File: src/rtl/vram_arbiter_if.sv
// Bus bundle between the VRAM arbiter and its three neighbours: display fetch, CPU bus decode and the VRAM macro.
// The slave modport is the arbiter's view; master is the environment's view.
interface vram_arbiter_if #(
  parameter int ADDR_W      = 13,
  parameter int DATA_W      = 8,
  parameter int STALL_CNT_W = 16
);
  logic                   disp_req;
  logic [ADDR_W-1:0]      disp_addr;
  logic [DATA_W-1:0]      disp_rdata;
  logic                   cpu_req;
  logic                   cpu_we;
  logic [ADDR_W-1:0]      cpu_addr;
  logic [DATA_W-1:0]      cpu_wdata;
  logic [DATA_W-1:0]      cpu_rdata;
  logic                   cpu_ack;
  logic                   cpu_wait;
  logic                   ram_ce;
  logic                   ram_we;
  logic [ADDR_W-1:0]      ram_addr;
  logic [DATA_W-1:0]      ram_wdata;
  logic [DATA_W-1:0]      ram_rdata;
  logic                   clr_stall;
  logic [STALL_CNT_W-1:0] stall_cnt;

  modport slave (
    input  disp_req, disp_addr, cpu_req, cpu_we, cpu_addr, cpu_wdata, ram_rdata, clr_stall,
    output disp_rdata, cpu_rdata, cpu_ack, cpu_wait, ram_ce, ram_we, ram_addr, ram_wdata, stall_cnt
  );

  modport master (
    output disp_req, disp_addr, cpu_req, cpu_we, cpu_addr, cpu_wdata, ram_rdata, clr_stall,
    input  disp_rdata, cpu_rdata, cpu_ack, cpu_wait, ram_ce, ram_we, ram_addr, ram_wdata, stall_cnt
  );
endinterface

File: src/rtl/vram_arbiter.sv
// Single-port VRAM arbiter: display fetch has absolute priority, the CPU is served in free slots and held with cpu_wait.
// Define VRAM_WRBUF_EN to add a 1-entry posted CPU write buffer with read forwarding.
module vram_arbiter #(
  parameter int ADDR_W      = 13,
  parameter int DATA_W      = 8,
  parameter int STALL_CNT_W = 16
) (
  input  logic          pixel_clock,
  input  logic          reset_n,
  vram_arbiter_if.slave bus
);

  typedef enum logic [1:0] {IDLE, ISSUE, DATA, ACK} state_t;

  state_t                 state_q, state_d;
  logic                   cpu_ack_q;
  logic [DATA_W-1:0]      cpu_rdata_q;
  logic [STALL_CNT_W-1:0] stall_q;
  logic                   cpu_issue;
  logic                   blocked;
  logic                   cpu_phase;

`ifdef VRAM_WRBUF_EN
  logic                   buf_valid_q;
  logic [ADDR_W-1:0]      buf_addr_q;
  logic [DATA_W-1:0]      buf_data_q;
  logic                   fwd_q;
  logic                   capture;
  logic                   fwd;
  logic                   drain;
`endif

  assign cpu_phase      = (state_q == IDLE) || (state_q == ISSUE);
  assign bus.disp_rdata = bus.ram_rdata;
  assign bus.cpu_ack    = cpu_ack_q;
  assign bus.cpu_rdata  = cpu_rdata_q;
  assign bus.cpu_wait   = bus.cpu_req & ~cpu_ack_q;
  assign bus.stall_cnt  = stall_q;

  always_comb begin
    // NOTE: every output of this block gets a default first so no path leaves one unassigned (no latches).
    state_d       = state_q;
    cpu_issue     = 1'b0;
    blocked       = 1'b0;
    bus.ram_ce    = bus.disp_req;
    bus.ram_we    = 1'b0;
    bus.ram_addr  = bus.disp_addr;
    bus.ram_wdata = bus.cpu_wdata;
`ifdef VRAM_WRBUF_EN
    capture = 1'b0;
    fwd     = 1'b0;
    drain   = buf_valid_q & ~bus.disp_req;
    if (drain) begin
      bus.ram_ce    = 1'b1;
      bus.ram_we    = 1'b1;
      bus.ram_addr  = buf_addr_q;
      bus.ram_wdata = buf_data_q;
    end
`endif

    case (state_q)
      IDLE, ISSUE: begin
        if (bus.cpu_req) begin
`ifdef VRAM_WRBUF_EN
          // Writes always go through the buffer; reads of the buffered address never touch RAM.
          if (bus.cpu_we) begin
            if (!buf_valid_q) capture = 1'b1;
            else              blocked = 1'b1;
          end else if (buf_valid_q && bus.cpu_addr == buf_addr_q) begin
            fwd = 1'b1;
          end else if (!bus.disp_req && !buf_valid_q) begin
            cpu_issue = 1'b1;
          end else begin
            blocked = 1'b1;
          end
`else
          if (!bus.disp_req) cpu_issue = 1'b1;
          else               blocked   = 1'b1;
`endif
          state_d = blocked ? ISSUE : DATA;
        end else begin
          state_d = IDLE;
        end
      end
      DATA:    state_d = bus.cpu_req ? ACK : IDLE;
      ACK:     if (!bus.cpu_req) state_d = IDLE;
      default: state_d = IDLE;
    endcase

    if (cpu_issue) begin
      bus.ram_ce    = 1'b1;
      bus.ram_we    = bus.cpu_we;
      bus.ram_addr  = bus.cpu_addr;
      bus.ram_wdata = bus.cpu_wdata;
    end
  end

  // NOTE: state registers use non-blocking assignments so every flop samples pre-edge values.
  always_ff @(posedge pixel_clock or negedge reset_n) begin
    if (!reset_n) begin
      state_q     <= IDLE;
      cpu_ack_q   <= 1'b0;
      cpu_rdata_q <= '0;
      stall_q     <= '0;
    end else begin
      state_q   <= state_d;
      cpu_ack_q <= (state_d == ACK);
`ifdef VRAM_WRBUF_EN
      if (fwd)
        cpu_rdata_q <= buf_data_q;
      else if (state_q == DATA && bus.cpu_req && !bus.cpu_we && !fwd_q)
        cpu_rdata_q <= bus.ram_rdata;
`else
      if (state_q == DATA && bus.cpu_req && !bus.cpu_we)
        cpu_rdata_q <= bus.ram_rdata;
`endif
      if (bus.clr_stall)
        stall_q <= '0;
      else if (blocked && stall_q != '1)
        stall_q <= stall_q + 1'b1;
    end
  end

`ifdef VRAM_WRBUF_EN
  // NOTE: only the valid flag needs reset; address and data are qualified by it, so they are left unreset.
  always_ff @(posedge pixel_clock or negedge reset_n) begin
    if (!reset_n) begin
      buf_valid_q <= 1'b0;
      fwd_q       <= 1'b0;
    end else begin
      if (capture)    buf_valid_q <= 1'b1;
      else if (drain) buf_valid_q <= 1'b0;
      if (cpu_phase)  fwd_q <= fwd;
    end
  end

  always_ff @(posedge pixel_clock) begin
    if (capture) begin
      buf_addr_q <= bus.cpu_addr;
      buf_data_q <= bus.cpu_wdata;
    end
  end
`endif

endmodule

File: src/flat_wrapper.sv
// flat-port wrapper written by rule: the top's interface ports become plain ports
module vram_arbiter_flat 
#(
  parameter int ADDR_W      = 13,
  parameter int DATA_W      = 8,
  parameter int STALL_CNT_W = 16
)
  (pixel_clock, reset_n, bus_disp_req, bus_disp_addr, bus_cpu_req, bus_cpu_we, bus_cpu_addr, bus_cpu_wdata, bus_ram_rdata, bus_clr_stall, bus_disp_rdata, bus_cpu_rdata, bus_cpu_ack, bus_cpu_wait, bus_ram_ce, bus_ram_we, bus_ram_addr, bus_ram_wdata, bus_stall_cnt);
  vram_arbiter_if #(.ADDR_W(ADDR_W), .DATA_W(DATA_W), .STALL_CNT_W(STALL_CNT_W)) bus_i ();
  input  logic pixel_clock;
  input  logic reset_n;
  input wire logic [$bits(bus_i.disp_req)-1:0] bus_disp_req;
  input wire logic [$bits(bus_i.disp_addr)-1:0] bus_disp_addr;
  input wire logic [$bits(bus_i.cpu_req)-1:0] bus_cpu_req;
  input wire logic [$bits(bus_i.cpu_we)-1:0] bus_cpu_we;
  input wire logic [$bits(bus_i.cpu_addr)-1:0] bus_cpu_addr;
  input wire logic [$bits(bus_i.cpu_wdata)-1:0] bus_cpu_wdata;
  input wire logic [$bits(bus_i.ram_rdata)-1:0] bus_ram_rdata;
  input wire logic [$bits(bus_i.clr_stall)-1:0] bus_clr_stall;
  output wire logic [$bits(bus_i.disp_rdata)-1:0] bus_disp_rdata;
  output wire logic [$bits(bus_i.cpu_rdata)-1:0] bus_cpu_rdata;
  output wire logic [$bits(bus_i.cpu_ack)-1:0] bus_cpu_ack;
  output wire logic [$bits(bus_i.cpu_wait)-1:0] bus_cpu_wait;
  output wire logic [$bits(bus_i.ram_ce)-1:0] bus_ram_ce;
  output wire logic [$bits(bus_i.ram_we)-1:0] bus_ram_we;
  output wire logic [$bits(bus_i.ram_addr)-1:0] bus_ram_addr;
  output wire logic [$bits(bus_i.ram_wdata)-1:0] bus_ram_wdata;
  output wire logic [$bits(bus_i.stall_cnt)-1:0] bus_stall_cnt;
  assign bus_i.disp_req = bus_disp_req;
  assign bus_i.disp_addr = bus_disp_addr;
  assign bus_i.cpu_req = bus_cpu_req;
  assign bus_i.cpu_we = bus_cpu_we;
  assign bus_i.cpu_addr = bus_cpu_addr;
  assign bus_i.cpu_wdata = bus_cpu_wdata;
  assign bus_i.ram_rdata = bus_ram_rdata;
  assign bus_i.clr_stall = bus_clr_stall;
  assign bus_disp_rdata = bus_i.disp_rdata;
  assign bus_cpu_rdata = bus_i.cpu_rdata;
  assign bus_cpu_ack = bus_i.cpu_ack;
  assign bus_cpu_wait = bus_i.cpu_wait;
  assign bus_ram_ce = bus_i.ram_ce;
  assign bus_ram_we = bus_i.ram_we;
  assign bus_ram_addr = bus_i.ram_addr;
  assign bus_ram_wdata = bus_i.ram_wdata;
  assign bus_stall_cnt = bus_i.stall_cnt;
  vram_arbiter #(.ADDR_W(ADDR_W), .DATA_W(DATA_W), .STALL_CNT_W(STALL_CNT_W)) u_core (.pixel_clock(pixel_clock), .reset_n(reset_n), .bus(bus_i));
endmodule
File: config.mk
export PLATFORM = sky130hd
export DESIGN_NAME = vram_arbiter_flat
export DESIGN_NICKNAME = d
export VERILOG_FILES = /design/src/rtl/vram_arbiter_if.sv /design/src/rtl/vram_arbiter.sv /design/src/flat_wrapper.sv
export SDC_FILE = /design/constraint.sdc
export NUM_CORES = 1
export LEC_CHECK = 0
export ABC_AREA = 1
export CELL_PAD_IN_SITES_DETAIL_PLACEMENT = 1
export CELL_PAD_IN_SITES_GLOBAL_PLACEMENT = 2
export CORE_ASPECT_RATIO = 1.25
export CORE_MARGIN = 2
export CORE_UTILIZATION = 18
export DETAILED_ROUTE_END_ITERATION = 8
export PLACE_DENSITY = 0.87
export SKIP_LAST_GASP = 1
export SLEW_MARGIN = 20
export SYNTH_ARGS = -nofsm -noshare
export SYNTH_HDL_FRONTEND = slang
export SYNTH_SLANG_ARGS = --single-unit
File: constraint.sdc
create_clock -name pixel_clock -period 1.4 [get_ports pixel_clock]
set_input_delay 0.21 -clock pixel_clock [delete_from_list [all_inputs] [get_ports pixel_clock]]
set_output_delay 0.21 -clock pixel_clock [all_outputs]
set_load 0.03 [all_outputs]
==> results.md <==
* N_diodes at 0
* Pre-Repair DR Iteration Count at 4
* WL final at between 6 and 7 mm
* Max-slew violations at 0
* GP Congestion at roughly 0.77
* CP Class: reg -> out
* DRT antenna net count at 0
* Filler Cells Inserted at ~1,100
* Syn Area/Cell at between 8 and 9 sq um
* Post-route DRC at 0
* Area of the die at around 0.011 sq mm
* Crit path time final at about 1.6 ns
* CP delay by family, top: flip-flops
* CTS tree: built
* Area of the multi-input gates at approximately 980 sq um
* Bufs and invs on worst path at 3
* FF-to-FF End: u_core.bus.stall_cnt[1]$_DFFE_PN0P_
* Reg2Reg Depth at 9
* Post-synthesis sequential area ratio at between 30 and 40%
* Share of layout cells above drive strength 1 at approximately two fifths
* CP endpoint: bus_ram_addr[9]
* Routed via count at 1,869
* FP Rows at 40
* Clock sink total at 27
* Count of final hold-check violations at 0
* Flop-to-flop setup slack at -0.10 ns
* Fin nets at 380
* CTS H-Tree Depth at 1
* Core Footprint at around 0.0096 sq mm
* Slowest cell on crit path: dfrtp_1
* Failing checks: setup timing
* Synthesis-stage register bit count at 27
* Die Width at between 90 and 100 um
* Reg2Reg Launch Point: u_core.state_q[1]$_DFF_PN0_
* Total CTS buffers at 3
* Largest stage delay, worst path at roughly 0.39 ns
* Clk root buf: clkbuf_16
* Synth cell types at 23
* Worst Path Required at 1.19 ns
* Max Cap Viol at 0
* Final critical-path share of the clock period at 116.7%
* Final setup viols at 31
* Total Power at roughly 2.6 mW
* Fmax at 0.6123 GHz
* Initial Utilization at 18.36%
* Measured slew at the worst slew-check pin at around 0.34 ns
* HP Class: in -> async
* Rel. slew slack at between 70% and 80%
* Final cell utilization of the core at about a third
* CP Max Fanout at 8
* Antenna violations before repair at 0
* PD cells at around 810 mW/mm^2
* Clock Latency Late Sink at 0.27 ns
* Vias in the first global route at 1,998
* Synth warn at 0
* IO Count at 105
* RSZ-0062 raised after global routing: true
* PnR worst setup slack at -0.2333 ns
* DR vias/cell at about 4
* Syn Std Cell Area at between 0.0015 and 0.002 sq mm
* First DRT Iteration DRCs at 55
* First-pass GRT wire length at around 10 mm
* Syn_nets at between 200 and 300
* Clk slew on worst S/H paths at roughly 0.070 ns
* Critical path cell sequence: inv_2 -> nand3_4 -> buf_8 -> mux2_4 -> buf_6
* Worst Setup End Kind: output pin
* Input/output buffers at between 80 and 90
* Peak VDD IR at between 0.2 and 0.3 mV
* Synth Instances at around 220
* CP arrival at approximately 1.4 ns
* Gr usage total at between 10 and 15%
* Clock skew at 0.002205 ns
* Clk buf depth at 2
* Largest net degree at the start of global routing at 28
* CP Launch Point: u_core.state_q[1]$_DFF_PN0_
* Dpl hpwl at 4.887 mm
* Syn-to-layout area delta at 80.97%
* Setup WS pre-CTS at -0.3187 ns
* WL per Instance at between 10 and 15 um
* Register Area at slightly below 700 sq um
* Die Y at approximately 110 um
* Status: finished with violations
* Static Leakage at between 1.5 and 2 nW
* Worst path depth at 5
* Total gr overflow at 0
* Startpoint Class: register
-- final cells by class --
type | count | area share (%)
timing repair buffer | 130 | 37.53
clock inverter | 1 | 0.2363
inverter | 17 | 2.245
sequential | 27 | 21.43
multi-input combinational | 151 | 30.88
clock buffer | 3 | 2.363
timing repair inverter | 1 | 0.3545
tap | 126 | 4.963
-- state kept, by name (all words and copies together) (netlist names) --
register / count
u_core.bus.stall_cnt: 16
u_core.state_q: 2
u_core.bus.cpu_rdata: 8
u_core.bus.cpu_ack: 1
-- what timing repair did --
action,in CTS,in global routing
hold buffers,0,0
resized for setup,70,9
pin swaps,9,3
buffers inserted,2,2
hold endpoints to repair,0,0
cloned,1,0
endpoints found under the setup margin,49,32
-- cells in the mapped netlist --
master / count / share of area, %
o21bai_1: 1 / 0.43
nand2_2: 5 / 1.8
buf_2: 2 / 0.57
nor2_1: 24 / 5.1
nor2_2: 1 / 0.36
o21bai_4: 1 / 1.1
xnor2_1: 2 / 1.0
buf_4: 16 / 6.8
ha_1: 1 / 0.71
o21ai_0: 4 / 1.1
buf_12: 1 / 1.1
or2_2: 1 / 0.36
mux2_2: 21 / 13
nand4_1: 8 / 2.9
xor2_1: 3 / 1.5
inv_1: 16 / 3.4
nand2_1: 64 / 14
inv_6: 1 / 0.50
nand3_1: 12 / 3.4
nand2_4: 1 / 0.64
nor2_4: 2 / 1.3
buf_1: 1 / 0.21
dfrtp_1: 27 / 38
-- worst min-delay path by stage --
stage	startpoint	endpoint	slack (ns)	cells past startpoint
2_1_floorplan	reset_n	u_core.bus.cpu_ack$_DFF_PN0_	-0.09	0
3_3_place_gp	bus_cpu_wdata[1]	bus_ram_wdata[1]	0.42	0
3_5_place_dp	bus_cpu_wdata[1]	bus_ram_wdata[1]	0.42	0
4_1_cts	reset_n	u_core.bus.stall_cnt[8]$_DFFE_PN0P_	0.30	2
5_1_grt	reset_n	u_core.state_q[1]$_DFF_PN0_	0.31	2
6_report	reset_n	u_core.bus.stall_cnt[12]$_DFFE_PN0P_	0.29	2
-- metal layers --
| metal | global-route usage (%) | share of wire (%) | up-vias |
|---|---|---|---|
| met3 | 1.712 | 4.0 | 4 |
| met4 | 4.776 | 1.5 | 0 |
| met2 | 23.02 | 57 | 42 |
| li1 | - | - | 900 |
| met1 | 13.24 | 38 | 923 |
| met5 | 0 | 0 | - |
-- report_power, final --
group	leakage, nW	internal (mW)	switching [mW]	total (mW)
Combinational	1.21	0.449	0.517	0.966
Sequential	0.352	0.872	0.0430	0.915
Clock	0.0371	0.389	0.293	0.682
Total	1.60	1.71	0.853	2.56
-- stage by stage --
step | TNS (ns) | hold slack (ns) | area (sq um) | cells
after CTS | -3.875 | 0.3022 | 3139 | 454
final | -4.428 | 0.2948 | 3177 | 456
after global placement | -8.145 | 0.4202 | 2902 | 447
after global routing | -6.975 | 0.3064 | 3177 | 456
after floorplan | -1.357 | -0.08559 | 1789 | 215
after detailed placement | -8.746 | 0.4202 | 2902 | 447
-- logic make-up (layout without fill, tap and decap cells) --
group / after synthesis / in the layout / synth area share (%)
AND/OR/NAND/NOR: 118 / 118 / 29.51
buffers and inverters: 37 / 152 / 12.69
flip-flops: 27 / 27 / 38.49
multiplexers: 21 / 21 / 13.47
AO/OA/AOI/OAI: 6 / 6 / 2.638
XOR/XNOR: 5 / 5 / 2.495
adder cells (fa/ha/maj): 1 / 1 / 0.7126
-- cell usage in the layout, fill, tap and decap left out, types with 2 or more instances in the layout --
cell type / Yosys / final
clkbuf_16: 0 / 3
inv_8: 0 / 2
nand2_4: 1 / 3
mux2_4: 0 / 13
nand4_1: 8 / 8
dfrtp_1: 27 / 23
nand3_1: 12 / 11
nor2_2: 1 / 2
buf_4: 16 / 53
xor2_1: 3 / 3
o21ai_0: 4 / 3
dlygate4sd2_1: 0 / 17
nor2_4: 2 / 3
inv_2: 0 / 2
clkdlybuf4s50_1: 0 / 37
nand2_1: 64 / 52
buf_12: 1 / 2
dfrtp_2: 0 / 4
mux2_2: 21 / 8
nor2_1: 24 / 22
inv_1: 16 / 14
xnor2_1: 2 / 2
buf_6: 0 / 17
nand2_2: 5 / 15
No activity file was read; power rests on OpenSTA's default activity.
